==> config.mk <==
export PLATFORM = sky130hd
export DESIGN_NAME = uart_rx
export DESIGN_NICKNAME = d
export VERILOG_FILES = /design/src/rtl/uart_rx.sv
export SDC_FILE = /design/constraint.sdc
export NUM_CORES = 1
export LEC_CHECK = 0
export ABC_AREA = 1
export ABC_CLOCK_PERIOD_IN_PS = 2100
export CAP_MARGIN = 10
export CORE_AREA = 4 4 87 89
export DETAILED_ROUTE_END_ITERATION = 12
export DIE_AREA = 0 0 91 93
export PLACE_DENSITY = 0.72
export SETUP_SLACK_MARGIN = 0.2
export SLEW_MARGIN = 0
export SYNTH_ARGS = -nofsm -noshare
export SYNTH_HDL_FRONTEND = slang
export SYNTH_SLANG_ARGS = --single-unit
==> constraint.sdc <==
create_clock -name clk -period 2.1 [get_ports clk]
set_clock_uncertainty 0.05 [all_clocks]
set_input_delay 0.42 -clock clk [delete_from_list [all_inputs] [get_ports clk]]
set_output_delay 0.42 -clock clk [all_outputs]
set_load 0.02 [all_outputs]
==> src/rtl/uart_rx.sv <==
// uart_rx: receives 8-bit UART frames (1 start, 8 data LSB first, optional
// parity, 1 stop, one bit per clk) and packs four of them into a 32-bit word,
// least-significant byte first.
module uart_rx #(
    parameter logic PARITY_ON  = 1'b1,  // 1: a parity bit follows the data bits
    parameter logic PARITY_BIT = 1'b0   // 0: even parity, 1: odd parity
) (
    input  logic        clk,
    input  logic        rst_n,
    input  logic        rx,
    output logic [31:0] data_out,
    output logic        rx_done,
    output logic        parity_err,
    output logic        frame_err
);

    typedef enum logic [2:0] {
        IDLE,
        DATA,
        PARITY,
        STOP,
        BREAK
    } state_t;

    state_t      state;
    state_t      next_state;
    logic [2:0]  bit_cnt;
    logic [7:0]  shift_reg;
    logic [31:0] word_reg;
    logic [1:0]  byte_idx;
    logic        perr_acc;
    logic        expected_par;

    // Parity the sender should have sent for the byte now in the shift register.
    assign expected_par = (^shift_reg) ^ PARITY_BIT;

    // State register.
    // NOTE: sequential state uses non-blocking (<=) so every register samples
    // the pre-edge values of the others, independent of statement order.
    always_ff @(posedge clk or negedge rst_n) begin
        if (!rst_n) begin
            state <= IDLE;
        end else begin
            state <= next_state;
        end
    end

    // Next-state logic; a low line after a framing error is not a start bit
    // until it has gone high again.
    // NOTE: next_state gets its default before the case so no path leaves it
    // unassigned, which would otherwise infer a latch.
    always_comb begin
        next_state = state;
        case (state)
            IDLE:    if (!rx) next_state = DATA;
            DATA:    if (bit_cnt == 3'd7) next_state = (PARITY_ON != 1'b0) ? PARITY : STOP;
            PARITY:  next_state = STOP;
            STOP:    next_state = rx ? IDLE : BREAK;
            BREAK:   if (rx) next_state = IDLE;
            default: next_state = IDLE;
        endcase
    end

    // Datapath: bit shifting, parity accumulation, byte packing and the
    // one-cycle result flags.
    // NOTE: word_reg is an ordinary register bank, not a RAM, so it is reset
    // along with everything else and a partial word never leaks past reset.
    always_ff @(posedge clk or negedge rst_n) begin
        if (!rst_n) begin
            bit_cnt    <= 3'd0;
            shift_reg  <= 8'd0;
            word_reg   <= 32'd0;
            byte_idx   <= 2'd0;
            perr_acc   <= 1'b0;
            data_out   <= 32'd0;
            rx_done    <= 1'b0;
            parity_err <= 1'b0;
            frame_err  <= 1'b0;
        end else begin
            rx_done    <= 1'b0;
            parity_err <= 1'b0;
            frame_err  <= 1'b0;
            case (state)
                IDLE: begin
                    if (!rx) bit_cnt <= 3'd0;
                end
                DATA: begin
                    shift_reg <= {rx, shift_reg[7:1]};
                    bit_cnt   <= bit_cnt + 3'd1;
                end
                PARITY: begin
                    perr_acc <= perr_acc | (rx != expected_par);
                end
                STOP: begin
                    if (rx) begin
                        word_reg[{byte_idx, 3'b000} +: 8] <= shift_reg;
                        byte_idx <= byte_idx + 2'd1;  // wraps 3 -> 0 on delivery
                        if (byte_idx == 2'd3) begin
                            data_out   <= {shift_reg, word_reg[23:0]};
                            rx_done    <= 1'b1;
                            parity_err <= perr_acc;
                            perr_acc   <= 1'b0;
                        end
                    end else begin
                        // Bad stop bit: drop the partial word, keep data_out.
                        frame_err <= 1'b1;
                        byte_idx  <= 2'd0;
                        perr_acc  <= 1'b0;
                    end
                end
                default: ;
            endcase
        end
    end

endmodule

# Word-level counts from Yosys, hierarchy flattened
# Cells that the tools add are included.
[word_totals]
regBits = 84
out_inout_bits = 35
wordCells = 56
[classes]
reduce_logical = 9
shifts = 2
n_addsub = 3
eq_ne = 11
mux = 20
bitwise_logic = 1
[ops]
columns = ["operator", "count"]
rows = [
  ["32-bit bitwise mux", 1],
  ["8-bit by 7-bit variable shift with 32-bit output, first input constant", 1],
  ["8-bit by 7-bit indexed part select with 32-bit output", 1],
  ["3-bit 2-to-1 mux", 5],
  ["3-bit one-hot mux with 5 select lines", 1],
  ["1-bit 2-to-1 mux", 10],
  ["8-bit parity", 1],
  ["5-bit negation with 7-bit output", 1],
  ["3-bit by 2-bit equality test with 1-bit output, second input constant", 2],
  ["3-bit equality test, second input constant", 2],
  ["2-bit != test, second input constant", 3],
  ["3-bit one-hot mux with 2 select lines", 1],
  ["2-bit AND reduction", 3],
  ["3-bit AND reduction", 2],
  ["2-bit nonzero test", 2],
  ["3-bit by 1-bit adder with 3-bit output, second input constant", 1],
  ["3-bit by 1-bit equality test with 1-bit output, second input constant", 1],
  ["3-bit zero test", 1],
  ["3-bit != test, second input constant", 1],
  ["2-bit by 1-bit adder with 2-bit output, second input constant", 1],
  ["2-bit equality test, second input constant", 1],
  ["2-bit 2-to-1 mux", 1],
  ["1-bit one-hot mux with 2 select lines", 1],
  ["1-bit != test", 1],
  ["1-bit OR", 1],
]

# Depth between registers and ports, before layout
# Gate-level depths: netlist (run 1).
[logic_depth]
ltp_word = 4
mapped_depth = 11
depth_no_buf = 11

# Worst setup path after synthesis (run 1)
# OpenSTA, ideal clock, no wires.
[synth_timing]
path_type = "register -> register"
startpoint = "register byte_idx[0]"
endpoint = "register word_reg[19]"
path_buffers = 0
path_stages_with_launch = 7
period_less_slack_ps = 1762
arrival_time_ps = 1616
setup_slack_ps = 338
setup_ps = 96
cell_sequence = "dfrtp_1 -> inv_1 -> ha_1 -> inv_1 -> nor3_1 -> nand2_1 -> o31ai_1"
[synth_via]
elab_chain_cells = 3
[synth_lines]
columns = ["item", "line_no", "rtl"]
rows = [
  ["start: declaration", "30", "logic [1:0] byte_idx;"],
  ["start signal: assignment", "97", "byte_idx <= byte_idx + 2'd1;"],
  ["5-bit negation with 7-bit output (*)", "96", "word_reg[{byte_idx, 3'b000} +: 8] <= shift_reg;"],
  ["8-bit by 7-bit indexed part select with 32-bit output or 8-bit by 7-bit variable shift with 32-bit output (tied branches)", "96", ""],
  ["32-bit bitwise mux (*)", "96", ""],
  ["end signal: indexed assignment", "96", ""],
  ["end: declaration", "29", "logic [31:0] word_reg;"],
]
# Mark *: on every way between the ends. The rest lies on a longest branch, timed or not.
# A chain may end at the register's enable or synchronous reset.

# Worst setup path after layout (run 1)
[layout_timing]
startpoint = "register data_out[28]"
endpoint = "output port data_out[28]"
[layout_lines]
columns = ["item", "line_no", "rtl"]
rows = [
  ["start: declaration", "11", "output logic [31:0] data_out,"],
  ["start signal: assignment", "99", "data_out <= {shift_reg, word_reg[23:0]};"],
]
# No word-level cell between the ends.

==> impl_metrics.toml, run 1 <==
[final_layout]
final_cell_mix = "nand2_1, dfrtp_1, inv_1, clkdlybuf4s50_1, o21ai_0"
area_growth_syn_to_layout_pct = 19.1
layout_commonest_cell = "nand2_1"
num_antenna_cells = 0
utilization_pct = 58.4
final_area_um2 = 3950
drive_above_1_share_pct = 15.8
n_fill_cell = 603
layout.nets = 398
stdcell_count = 473
largest_reg_flops = 32

[outcome]
status = "finished, final reports clean"

[worst_setup_path]
crit_path_start_kind = "flip-flop"
worst_setup_path_end_kind = "output port"
r2r_end = "word_reg[6]"
worstSetupPathType = "reg2out"
worstPathRequired_ns = 1.63
r2r-start = "byte_idx[0]"
crit_buf_inv = 1
rr_worst_depth = 7
critPathMaxFanout = 2
worstPathCellList = "clkdlybuf4s50_1"
critPathMaxStageDelay_ns = 0.61
r2r_slack_ns = 0.36
arrival_ns = 1.35
cp_top_family = "buffers and inverters"
crit_slowest_cell = "clkdlybuf4s50_1"

[route]
wl_per_cell_um = 13.2
antenna_left = 0
wirelength_um = 6250
drt_iter0_drc = 153
viasPerCell = 4.98
dr.pass1.iters = 4
vias = 2355
drc = 0

[timing]
whs_ns = 0.331
report.final.slew_viol_count = 0
max_slew_margin_pct = 66.4
setup_slack_ns = 0.280
grt_setup_unrepaired = "no"
clock.fmax_mhz = 549
fin_crit_ns = 1.82
worst_pin_slew_ns = 0.504
hold_viol_final = 0
period_share_pct = 86.7
setup_violations = 0

[placed_design]
portBuffers = 37
pre_cts_ws_ns = -0.0186
place_hpwl_um = 4320
dpl_cell_area_um2 = 3740
gp_congestion = 0.836
dp_cells = 455

[power_and_ir_drop]
p_leak_nw = 1.90
max-vdd-ir-drop_uv = 813
p_per_area_nw_per_um2 = 1520

[yosys]
synth_area_um2 = 3310
yosys_register_bits = 76
ys.flop_type = "dfrtp_1"
synth_nets = 352
synth_edf_count = 0
syn_inst = 342
synth_cell_types = 27
synth_seq_area_share_pct = 57.4
async_reset_ff_share_pct = 100
syn_area_per_cell_um2 = 9.68
ys_warn_count = 0

[global_routing]
grt_pass1_wl_um = 10800
grt_max_degree = 76
overflow = 0
antenna_found_initial = 0
grt_pass1_vias = 2360
grt_usage_pct = 16.0

[job]
max_cap_violations = 0

[clock_tree]
clk_latency_ns = 0.35
clockRootBuffer = "clkbuf_8"
htree_levels = 3
cts_buffers = 9
cts_tree = "yes"
cts.sinks = 76
max-clock-path-buffers = 2
path_clk_slew_ns = 0.08

[floorplanning]
io_pins = 38
chipWidth_um = 91
start_util_pct = 49.0
die_area_um2 = 8460
die_h_um = 93
rows = 30
core_region_area_um2 = 6760

[worst_hold_path]
hold_class = "in2async"
[worst max-delay path by stage]
stage | endpoint | depth (start not counted) | start
3_5_place_dp | data_out[9] | 8 | rx
4_1_cts | data_out[28] | 1 | data_out[28]
3_3_place_gp | data_out[2] | 8 | rx
6_report | data_out[28] | 1 | data_out[28]
2_1_floorplan | word_reg[19] | 6 | byte_idx[0]
5_1_grt | word_reg[19] | 6 | byte_idx[0]
[where the power goes]
| part | internal [mW] | total (mW) | switching (mW) |
|---|---|---|---|
| Clock | 0.426 | 0.972 | 0.546 |
| Sequential | 2.07 | 2.44 | 0.367 |
| Combinational | 1.07 | 2.60 | 1.53 |
[synthesized netlist by cell type, types with 2 or more instances]
master,count,area (um2)
nand2_1,78,293
dfrtp_1,76,1900
inv_1,45,169
o21ai_0,33,165
nand3_1,28,140
o21ai_2,26,228
nor2_1,12,45.0
ha_1,7,87.6
buf_6,6,67.6
nor3_1,5,25.0
inv_2,3,11.3
nor2_4,3,33.8
o31ai_1,3,22.5
a21oi_1,2,10.0
buf_4,2,15.0
o21ai_1,2,10.0
[routing by layer]
metal / vias to the layer above / share of wire (%) / track usage (%)
li1: 1185 / - / -
met1: 1108 / 47 / 21.9
met2: 51 / 47 / 24.6
met3: 11 / 4.3 / 3.46
met4: 0 / 1.9 / 7.41
met5: - / 0 / 0
[repair_timing]
item                                   CTS  global route
endpoints found under the hold margin    1             0
resized for setup                        0             4
setup buffers                            0             1
setup endpoints to repair                0            37
hold buffers                             1             0
[worst register-to-register path, delay by kind of cell (launching register included)]
| family | cells | cell delay [ns] |
|---|---|---|
| buf+inv | 3 | 0.47 |
| simple gates | 2 | 0.22 |
| compound gates | 1 | 0.15 |
| fa+ha+maj | 1 | 0.32 |
| flops | 1 | 0.46 |
[logic make-up (layout without fill, tap and decap cells)]
kind of cell | Yosys count | in the layout | share of synthesized area [%]
compound gates | 68 | 68 | 13.6
xor+xnor | 1 | 1 | 0.264
fa+ha+maj | 7 | 7 | 2.64
buf+inv | 60 | 111 | 8.50
flops | 76 | 76 | 57.4
simple gates | 130 | 130 | 17.6
[area by class of cell]
class	count	area, um2	share of cell area (%)
Inverter	50	193	4.88
Multi-Input combinational cell	206	1140	28.9
Clock inverter	6	41.3	1.05
Timing Repair Buffer	45	440	11.2
Tap cell	80	100	2.54
Clock buffer	10	128	3.24
Sequential cell	76	1900	48.2
[through the flow]
stage	TNS, ns	power (mW)
CTS	0	6.01
detailed placement	-0.0247	5.03
finish	0	6.01
global placement	0	4.93
floorplan	0	4.02
global route	0	6.46
(Power assumes the default switching activity.)
==> run 2, diff against run 1 <==
--- a/config.mk
+++ b/config.mk
@@ -11,6 +11,7 @@
 export CORE_AREA = 4 4 87 89
 export DETAILED_ROUTE_END_ITERATION = 12
 export DIE_AREA = 0 0 91 93
+export HOLD_SLACK_MARGIN = 0.05
 export PLACE_DENSITY = 0.72
 export SETUP_SLACK_MARGIN = 0.2
 export SLEW_MARGIN = 0
==> results of run 2 <==
Same layout as run 1: the final DEF is identical, and so are final timing and power.
==> run 3, diff against run 2 <==
--- a/config.mk
+++ b/config.mk
@@ -8,11 +8,11 @@
 export ABC_AREA = 1
 export ABC_CLOCK_PERIOD_IN_PS = 2100
 export CAP_MARGIN = 10
-export CORE_AREA = 4 4 87 89
+export CORE_AREA = 2 2 83 85
 export DETAILED_ROUTE_END_ITERATION = 12
-export DIE_AREA = 0 0 91 93
+export DIE_AREA = 0 0 85 87
 export HOLD_SLACK_MARGIN = 0.05
-export PLACE_DENSITY = 0.72
+export PLACE_DENSITY = 0.75
 export SETUP_SLACK_MARGIN = 0.2
 export SLEW_MARGIN = 0
 export SYNTH_ARGS = -nofsm -noshare
==> run 3 against run 2 <==
Final cell count is the same; clock power grew 24%; total power grew 3.4%; utilization grew 2.4 points; combinational power shrank 2%; critical path depth is the same; global-route usage grew 1.8 points; highest routed layer unchanged; first-iteration DRC count shrank 5.2%; maximum frequency grew 0.91%; die area shrank 13%; via count shrank 0.72%; largest power group unchanged; design area grew 1.1%.
==> impl_metrics.toml, run 3 (synthesis gave the netlist of run 1 again) <==
[timing]
whs_ns = 0.0410
grt_setup_unrepaired = "no"
worst_pin_slew_ns = 0.515
setup_slack_ns = 0.296
report.final.slew_viol_count = 0
setup-tns-final_ns = 0
period_share_pct = 85.9
max_slew_margin_pct = 65.7
setup_violations = 0
hold_viol_final = 0
fin_crit_ns = 1.80
clock.fmax_mhz = 554

[power_and_ir_drop]
p_sw_mw = 2.39
p_int_mw = 3.82
p_leak_nw = 1.94
max-vdd-ir-drop_uv = 1020
p_clk_share_pct = 19.5
seqPwrFrac_pct = 39.2
p_per_area_nw_per_um2 = 1560
pwr-share-comb_pct = 41.2
switching_share_pct = 38.5

[worst_setup_path]
crit_path_start_kind = "flip-flop"
worstSetupPathType = "reg2out"
crit_buf_inv = 1
rr_worst_depth = 6
crit_cells = 1
r2r-start = "byte_idx[0]"
worst_setup_path_end_kind = "output port"
critPathMaxStageDelay_ns = 0.61
worstPathRequired_ns = 1.63
arrival_ns = 1.33
crit_slowest_cell = "clkdlybuf4s50_1"
cp-startpoint = "data_out[28]"
worstPathCellList = "clkdlybuf4s50_1"
critPathMaxFanout = 2
cp_top_family = "buffers and inverters"

[route]
dr.pass1.iters = 4
drc = 0
wirelength_um = 6050
drt_iter0_drc = 145
vias = 2338
viasPerCell = 4.94
wl_per_cell_um = 12.8
antenna_left = 0

[clock_tree]
cts_setup_buffers = 0
htree_levels = 3
cts_hold_buffers = 0
cts_buffers = 9
cts.sinks = 76
cts_tree = "yes"
clk_latency_ns = 0.34
max-clock-path-buffers = 2
clockRootBuffer = "clkbuf_8"
path_clk_slew_ns = 0.08

[global_routing]
grt_max_degree = 77
grt_usage_pct = 17.9
grt_pass1_vias = 2223
grt_pass1_wl_um = 10300
overflow = 0
antenna_found_initial = 0

[final_layout]
utilization_pct = 60.7
multiInputGateArea_um2 = 1140
final_cell_mix = "nand2_1, dfrtp_1, inv_1, clkdlybuf4s50_1, o21ai_0"
layout.nets = 398
num_antenna_cells = 0
regArea_um2 = 1900
n_fill_cell = 551
largest_reg_flops = 32
layout_commonest_cell = "nand2_1"
area_growth_syn_to_layout_pct = 20.5
drive_above_1_share_pct = 16.0
final_area_um2 = 3990

[floorplanning]
core_region_area_um2 = 6570
io_pins = 38
chipWidth_um = 85
die_h_um = 87
start_util_pct = 50.4
rows = 30
die_area_um2 = 7400

[placed_design]
portBuffers = 37
gp_congestion = 0.826
dpl_cell_area_um2 = 3760
pre_cts_ws_ns = 0.0395
place_hpwl_um = 4050

[worst_hold_path]
hold_class = "in2async"

[job]
max_cap_violations = 0

[outcome]
status = "finished, final reports clean"
run 3: cell types whose count changed in the layout (fill, tap and decap cells not counted), sizes merged:
| cell | before | now |
|---|---|---|
| clkinvlp | 3 | 0 |
| buf | 8 | 9 |
| clkbuf | 10 | 11 |
| dlygate4sd3 | 1 | 0 |
| bufinv | 0 | 2 |
run 3: final cells by class:
type / count / area share, %
clock buffer: 11 / 3.54
clock inverter: 5 / 1.88
inverter: 50 / 4.83
multi-input combinational: 206 / 28.6
sequential: 76 / 47.7
tap: 80 / 2.51
timing repair buffer: 45 / 11.0
run 3: through the flow:
step           cells  power (mW)
2_1_floorplan    342        4.02
3_3_place_gp     457        4.92
3_5_place_dp     457        5.01
4_1_cts          473        6.23
5_1_grt          473        6.67
6_report         473        6.21
run 3: power by group through the flow:
stage               sequential [mW]  clock (mW)  combinational, mW
floorplan                      2.74           0               1.27
global placement               2.44           0               2.48
detailed placement             2.46           0               2.55
CTS                            2.43        1.23               2.56
global route                   2.51        1.30               2.86
finish                         2.44        1.21               2.56
run 3: path summary, 6_finish.rpt:
| path | to | slack (ns) |
|---|---|---|
| min | data_out[14] | 0.04 |
| max in group asynchronous | byte_idx[0] | 1.62 |
| max reg2reg | word_reg[3] | 0.37 |
| min in group clk | data_out[6] | 0.43 |
| max | data_out[28] | 0.30 |
| min reg2reg | data_out[6] | 0.43 |
run 3: per-layer routing:
layer / track usage, % / vias up / wire (um)
met1: 24.2 / 1097 / 2880
met4: 8.23 / 0 / 106
met3: 3.22 / 7 / 265
met2: 28.2 / 44 / 2800
li1: - / 1190 / -
met5: 0 / - / 0
run 3: repair_timing:
action                                  CTS  global route
resized for setup                         0             4
endpoints found under the setup margin    0            22
hold endpoints to repair                  0             0
